### config.mk
export PLATFORM = sky130hd
export DESIGN_NAME = led7seg_595_scan_driver
export DESIGN_NICKNAME = d
export VERILOG_FILES = /design/src/rtl/led7seg_595_scan_driver.sv
export SDC_FILE = /design/constraint.sdc
export NUM_CORES = 1
export LEC_CHECK = 0
export CORE_AREA = 4 4 151 153
export DETAILED_ROUTE_END_ITERATION = 8
export DIE_AREA = 0 0 155 157
export GPL_ROUTABILITY_DRIVEN = 0
export PLACE_DENSITY = 0.5
export SYNTH_ARGS = -nofsm -noshare
export SYNTH_HDL_FRONTEND = slang
export SYNTH_SLANG_ARGS = --single-unit
### constraint.sdc
create_clock -name clk -period 2.1 [get_ports clk]
set_input_delay 0.525 -clock clk [delete_from_list [all_inputs] [get_ports clk]]
set_output_delay 0.525 -clock clk [all_outputs]
set_load 0.005 [all_outputs]
### src/rtl/led7seg_595_scan_driver.sv
// Multiplexed 7-segment scanner for a 74HC595 chain: one digit-select byte
// plus one segment byte per refresh, with polarity options and OE-pin PWM.
module led7seg_595_scan_driver #(
  parameter int unsigned DIG_NUM        = 8,
  parameter int unsigned SEG_NUM        = 8,
  parameter int unsigned CLK_DIV        = 4,
  parameter int unsigned DWELL          = 1024,
  parameter int unsigned SEG_ACTIVE_LOW = 0,
  parameter int unsigned DIG_ACTIVE_LOW = 0,
  localparam int unsigned AW            = $clog2(DIG_NUM + 1)
) (
  input  logic               clk,
  input  logic               rst,
  input  logic               en,
  input  logic [3:0]         bright,
  input  logic               wr_en,
  input  logic [AW-1:0]      wr_addr,
  input  logic [SEG_NUM-1:0] wr_data,
  output logic               sclk,
  output logic               rclk,
  output logic               dio,
  output logic               oe_n,
  output logic [AW-1:0]      digit,
  output logic               frame_done
);

  localparam int unsigned W   = DIG_NUM + SEG_NUM;
  localparam int unsigned IW  = (DIG_NUM > 1) ? $clog2(DIG_NUM) : 1;
  localparam int unsigned CW  = $clog2(2 * CLK_DIV);
  localparam int unsigned BW  = $clog2(W);
  localparam int unsigned DWW = $clog2(DWELL);

  localparam logic [DIG_NUM-1:0] DIG_XOR = (DIG_ACTIVE_LOW != 0) ? '1 : '0;
  localparam logic [SEG_NUM-1:0] SEG_XOR = (SEG_ACTIVE_LOW != 0) ? '1 : '0;

  typedef enum logic [2:0] {
    S_IDLE,
    S_LOAD,
    S_SHIFT,
    S_LATCH,
    S_DWELL
  } state_e;

  state_e             state_q;
  logic [SEG_NUM-1:0] fb_q [DIG_NUM];
  logic [W-2:0]       shreg_q;
  logic [CW-1:0]      cnt_q;
  logic [BW-1:0]      bit_q;
  logic [DWW-1:0]     dw_q;
  logic [3:0]         pwm_q;
  logic [AW-1:0]      digit_q;
  logic               sclk_q;
  logic               rclk_q;
  logic               dio_q;
  logic               oe_n_q;
  logic               frame_done_q;

  logic [DIG_NUM-1:0] dsel_c;
  logic [W-1:0]       word_c;
  logic               last_dig_c;

  // Serial word for the digit about to be loaded: {digit select, segments}
  always_comb begin
    dsel_c     = {{(DIG_NUM-1){1'b0}}, 1'b1} << digit_q;
    word_c     = {dsel_c ^ DIG_XOR, fb_q[digit_q[IW-1:0]] ^ SEG_XOR};
    last_dig_c = (digit_q == AW'(DIG_NUM - 1));
  end

  // Frame buffer: host writes, out-of-range addresses dropped
  always_ff @(posedge clk) begin
    if (rst) begin
      for (int unsigned i = 0; i < DIG_NUM; i++) begin
        fb_q[i] <= '0;
      end
    end else if (wr_en && (wr_addr < AW'(DIG_NUM))) begin
      fb_q[wr_addr[IW-1:0]] <= wr_data;
    end
  end

  // Scan FSM: load, shift out, latch, then dwell with PWM on OE
  always_ff @(posedge clk) begin
    if (rst) begin
      state_q      <= S_IDLE;
      shreg_q      <= '0;
      cnt_q        <= '0;
      bit_q        <= '0;
      dw_q         <= '0;
      pwm_q        <= '0;
      digit_q      <= '0;
      sclk_q       <= 1'b0;
      rclk_q       <= 1'b0;
      dio_q        <= 1'b0;
      oe_n_q       <= 1'b1;
      frame_done_q <= 1'b0;
    end else begin
      frame_done_q <= 1'b0;
      case (state_q)
        S_IDLE: begin
          sclk_q <= 1'b0;
          rclk_q <= 1'b0;
          dio_q  <= 1'b0;
          oe_n_q <= 1'b1;
          if (en) state_q <= S_LOAD;
        end
        S_LOAD: begin
          // dio carries the MSB directly; shreg_q holds the bits still to go
          shreg_q <= word_c[W-2:0];
          dio_q   <= word_c[W-1];
          bit_q   <= '0;
          cnt_q   <= '0;
          sclk_q  <= 1'b0;
          oe_n_q  <= 1'b1;
          state_q <= S_SHIFT;
        end
        S_SHIFT: begin
          if (cnt_q == CW'(2 * CLK_DIV - 1)) begin
            cnt_q   <= '0;
            sclk_q  <= 1'b0;
            shreg_q <= {shreg_q[W-3:0], 1'b0};
            if (bit_q == BW'(W - 1)) begin
              dio_q   <= 1'b0;
              rclk_q  <= 1'b1;
              state_q <= S_LATCH;
            end else begin
              bit_q <= bit_q + BW'(1);
              dio_q <= shreg_q[W-2];
            end
          end else begin
            cnt_q  <= cnt_q + CW'(1);
            sclk_q <= ((cnt_q + CW'(1)) >= CW'(CLK_DIV));
          end
        end
        S_LATCH: begin
          if (cnt_q == CW'(CLK_DIV - 1)) begin
            cnt_q   <= '0;
            rclk_q  <= 1'b0;
            dw_q    <= '0;
            pwm_q   <= '0;
            oe_n_q  <= (bright == 4'd0);
            state_q <= S_DWELL;
          end else begin
            cnt_q <= cnt_q + CW'(1);
          end
        end
        S_DWELL: begin
          if (dw_q == DWW'(DWELL - 1)) begin
            oe_n_q  <= 1'b1;
            digit_q <= last_dig_c ? '0 : digit_q + AW'(1);
            state_q <= en ? S_LOAD : S_IDLE;
          end else begin
            dw_q   <= dw_q + DWW'(1);
            pwm_q  <= pwm_q + 4'd1;
            oe_n_q <= !((pwm_q + 4'd1) < bright);
            // Registered so the pulse lands on the final dwell cycle
            if (dw_q == DWW'(DWELL - 2)) frame_done_q <= last_dig_c;
          end
        end
        default: state_q <= S_IDLE;
      endcase
    end
  end

  assign sclk       = sclk_q;
  assign rclk       = rclk_q;
  assign dio        = dio_q;
  assign oe_n       = oe_n_q;
  assign digit      = digit_q;
  assign frame_done = frame_done_q;

endmodule

[Yosys cells after proc, flatten, opt, wreduce, memory -nomap -nowiden]
Memory sizes are Yosys's and may differ from the RTL's. A register that Yosys moved wholly into a read port is not among the register bits.
Index checks and enable logic that the tools add are counted.
Storage, ports and cells
  register bits after elaboration: 48
  bits in writable memories: 64
  bits of input ports: 20
  output and inout bits: 9
  logic and storage cells: 107
  memories: 1
Cells by class
  add/subtract/negate cells: 5
  $lt $le $gt $ge: 3
  equal/unequal tests: 17
  shift operators: 1
  mux-type cells: 44
  bitwise operators: 2
  reduce and logical (&&, ||, !) cells: 22
Memory list
  fb_q: depth 8, width 8, read ports 1, clocked after memory_dff 1, wr ports 8, line 45  | logic [SEG_NUM-1:0] fb_q [DIG_NUM];
Operators by type and width (number)
  $mux 3: 10
  $pmux 15 s2: 1
  $eq 10x10->1 const B: 2
  $mux 10: 2
  $mux 4: 5
  $pmux 10 s2: 1
  $pmux 4 s2: 2
  $mux 1: 15
  $mux 15: 1
  $pmux 3 s5: 1
  $ne 2x2->1 const B: 7
  $add 4x1->4 const B: 3
  $reduce_bool 3->1: 4
  $add 10x1->10 const B: 1
  $eq 3x2->1 const B: 3
  $pmux 1 s3: 3
  $pmux 3 s3: 1
  $mux 8: 1
  $reduce_and 2->1: 4
  $reduce_or 8->1: 1
  $shl 1x4->8 const A: 1
  $eq 3x3->1 const B: 2
  $reduce_and 3->1: 2
  $reduce_bool 2->1: 3
  other kinds (17): 18

[Longest topological paths before layout]
  depth after elaboration: 7
  depth in mapped cells: 8
  mapped depth without buffers: 6

[Worst setup path before layout]
Ideal clock, no wire load.
  path type: register -> register
  from: register cnt_q[0]
  to: register pwm_q[3]
  setup time: 0.071 ns
  arrival: 1.827 ns
  path slack: 0.203 ns
  stages on the path, launching flop included: 9
  buffers on the path: 2
  period minus slack after synthesis: 1.897 ns
  cells stage by stage: dfxtp_1 ha_1 ha_1 and4b_2 buf_6 nor4_4 buf_6 or4_1 a21oi_1
On the way
  longest elaborated chain between the ends: 3
RTL lines
  from (decl): line 47  | logic [CW-1:0] cnt_q;
  from (signal assigned): line 129  | cnt_q <= cnt_q + CW'(1);
  from (signal assigned): line 142  | cnt_q <= cnt_q + CW'(1);
  $eq 3x2->1: line 134  | if (cnt_q == CW'(CLK_DIV - 1)) begin
  $ne 2x2->1 (no source line)
  $reduce_and 3->1 (no source line)
  to (signal assigned): line 152  | pwm_q <= pwm_q + 4'd1;
  to (decl): line 50  | logic [3:0] pwm_q;
No other way between the ends.
A chain may end at the register's enable or synchronous reset.

[Worst setup path in the final report]
  from: register cnt_q[1]
  to: register dw_q[5]
On the way
  longest elaborated chain between the ends: 3
RTL lines
  $eq 3x2->1: line 134
  $ne 2x2->1 (no source line)
  $reduce_and 3->1 (no source line)
  to (signal assigned): line 151  | dw_q <= dw_q + DWW'(1);
  to (decl): line 49  | logic [DWW-1:0] dw_q;
No other way between the ends.

==> flow_metrics.tcl <==
set metrics [dict create \
    power_leakage_uw 0.002471 \
    rsz0062_at_grt "false" \
    cts_sinks 115 \
    critPathMaxStageDelay_ps 500 \
    critical_path.top_delay_family "simple AND/OR/NAND/NOR gates" \
    path_buf_inv 1 \
    criticalPathCategory "flop to flop" \
    n_antenna_cell 0 \
    synth_nets 553 \
    power.total_uw 6137 \
    drive_gt1_frac 0.1563 \
    placed_area_um2 6484 \
    area_growth_pct 24.71 \
    slew_headroom 0.6689 \
    top_usage_layer "met2" \
    globalRouteTotalUtil 0.1116 \
    rows 54 \
    fill_cells 2171 \
    ys_async_sr_fraction 0 \
    drcViolationCount 0 \
    clk_pin_slew_ps 50 \
    design_area_um2 7092 \
    grt_max_degree 31 \
    final_cell_mix "and2_1 (67), edfxtp_1 (64), dfxtp_1 (49), buf_4 (43), mux2i_1 (32)" \
    power_density_nw_per_um2 865.4 \
    slew_viol_final 0 \
    grt_use_met1 0.1454 \
    min_period_ps 1962 \
    ys_seq_area_frac 0.5175 \
    ys_types 65 \
    grt.overflow.total 0 \
    start_util 0.2638 \
    status "completed" \
    cp-end-kind "flop" \
    vias 4104 \
    vias_per_cell 4.690 \
    ys_warn_count 0 \
    critPathRequiredTime_ps 2430 \
    avgSynthCellArea_um2 11.02 \
    post_drt_wl_per_cell_um 14.86 \
    startpoint_type "flop" \
    hpwl_um 9675 \
    pin_count 29 \
    fp.coreArea_um2 21550 \
    cts_tree "built" \
    drt_pass1_iterations 5 \
    final_nets 619 \
    antenna_found_initial 0 \
    grt_pass1_vias 4083 \
    die-area_um2 24340 \
    cts-buffers-inserted 17 \
    cpMaxStageDelayCell "or4_1" \
    cap_violations 0 \
    worst_pin_slew_ps 495.6 \
    wirelength_um 13000 \
    netlist_area_um2 5687 \
    clk_latency_ps 410 \
    ant_nets 0 \
    hold_viol 0 \
    use_met3 0.03464 \
    cp_max_fo 14 \
    critPathArrivalTime_ps 2290 \
    fmax_mhz 509.8 \
    synth_ff_type "edfxtp_1" \
    synth_seq_cells 115 \
    mostFrequentLayoutCell "and2_1" \
    clock_skew_ps 12.32 \
    cp_cell_sequence "ha_2 -> ha_1 -> and4b_2 -> nor4_4 -> buf_4 -> or4_1 -> a21oi_1" \
    synth_edf_count 64 \
    synthCells 516 \
    first_iter_violations 208 \
    io_buffers 28 \
    die_y_um 157 \
    die_x_um 155 \
    hold_path.class "flop to flop" \
    finalCritPeriodShare 0.9341 \
    grt_pass1_wl_um 21160 \
    cts-root-buf "clkbuf_16" \
    setup_viol 0 \
    cts.path.max_buffers 2 \
    vdd_ir_drop_max_uv 538.8 \
    htreeDepth 4 \
    met2_usage 0.1727 \
]
-- synthesized netlist by cell type (4+ instances only) --
| library cell | count | area, um2 |
|---|---|---|
| and2_1 | 67 | 419.2 |
| edfxtp_1 | 64 | 1922 |
| dfxtp_1 | 51 | 1021 |
| mux2i_1 | 32 | 320.3 |
| nor2_1 | 25 | 93.84 |
| nand2_1 | 24 | 90.09 |
| nand3_1 | 22 | 110.1 |
| a21oi_1 | 21 | 105.1 |
| o21ai_0 | 19 | 95.09 |
| a22oi_1 | 17 | 127.6 |
| ha_1 | 17 | 212.7 |
| inv_1 | 15 | 56.30 |
| clkbuf_1 | 12 | 45.04 |
| or4_1 | 9 | 67.56 |
| a311oi_1 | 8 | 70.07 |
| nor3_1 | 8 | 40.04 |
| o31ai_1 | 8 | 60.06 |
| a31oi_1 | 7 | 43.79 |
| nand2b_1 | 5 | 31.28 |
| nand4_1 | 5 | 31.28 |
| nor2b_1 | 5 | 31.28 |
| buf_4 | 4 | 30.03 |
| buf_6 | 4 | 45.04 |
| nor4_1 | 4 | 25.02 |
-- worst register-to-register path, stage by stage, from the launching register on --
cell,delay (ps)
dfxtp_1,330
ha_2,190
ha_1,160
and4b_2,320
nor4_4,50
buf_4,190
or4_1,500
a21oi_1,150
-- area by class of cell --
class,instances,area [um2],share of cell area
clock inverter,5,75.07,0.01059
timing repair buffer,71,603.1,0.08504
tap,280,350.3,0.04940
inverter,15,56.30,0.007939
multi-input combinational,362,2559,0.3608
sequential,115,2945,0.4153
clock buffer,27,503.0,0.07092
-- layer usage --
metal  share of wire  routed length (um)
met5               0                   0
met4          0.0084                 109
met3           0.042                 542
met2            0.46                5994
met1            0.49                6356
-- kinds of logic (layout without fill, tap and decap cells) --
family	count (synthesis)	after routing	synth area share
and+or+nand+nor	202	202	0.2121
DFF	115	115	0.5175
AOI/OAI and AO/OA	107	107	0.1314
buffers and inverters	39	118	0.03432
muxes	34	34	0.06425
adders and majority gates	17	17	0.03740
xor gates and xnor gates	2	2	0.003081
-- where the power goes --
group          switching, uW  internal (uW)  leakage [uW]
Clock                    904           1860      0.000285
Combinational            435            300       0.00116
Sequential              79.8           2550       0.00102
-- per-stage QoR --
step	hold slack, ps	setup WS, ps	std cells	util	TNS, ps
global placement	457.0	-93.62	840	0.3008	-1767
CTS	466.3	46.35	872	0.3276	0
floorplan	447.0	202.6	516	-	0
detailed placement	464.9	-56.07	840	0.3008	-2527
finish	469.3	138.3	875	0.3290	0
global route	496.5	15.70	875	0.3290	0
-- path summary, 6_finish.rpt --
check	startpoint	endpoint	slack (ps)	cells past startpoint
max	cnt_q[1]$_SDFFE_PP0P_	dw_q[5]$_SDFFE_PP0P_	140	7
max reg2reg	cnt_q[1]$_SDFFE_PP0P_	dw_q[5]$_SDFFE_PP0P_	140	7
min reg2reg	shreg_q[2]$_SDFFE_PP0P_	shreg_q[3]$_SDFFE_PP0P_	470	2
min	shreg_q[2]$_SDFFE_PP0P_	shreg_q[3]$_SDFFE_PP0P_	470	2
-- sequential cells by signal (all words and copies together) (netlist names), named ones only --
name,count
rclk,1
dio,1
sclk,1
dw_q,10
cnt_q,3
digit,4
oe_n,1
bit_q,4
state_q,3
frame_done,1
fb_q,64
pwm_q,4
shreg_q,15
-- timing repair --
action | in CTS | in global routing
gates resized for setup | 0 | 3
endpoints found under the hold margin | 0 | 0
setup buffers | 0 | 3
setup endpoints to repair | 0 | 5
hold buffers | 0 | 0
Note: power is estimated with default switching activity, not from simulation.
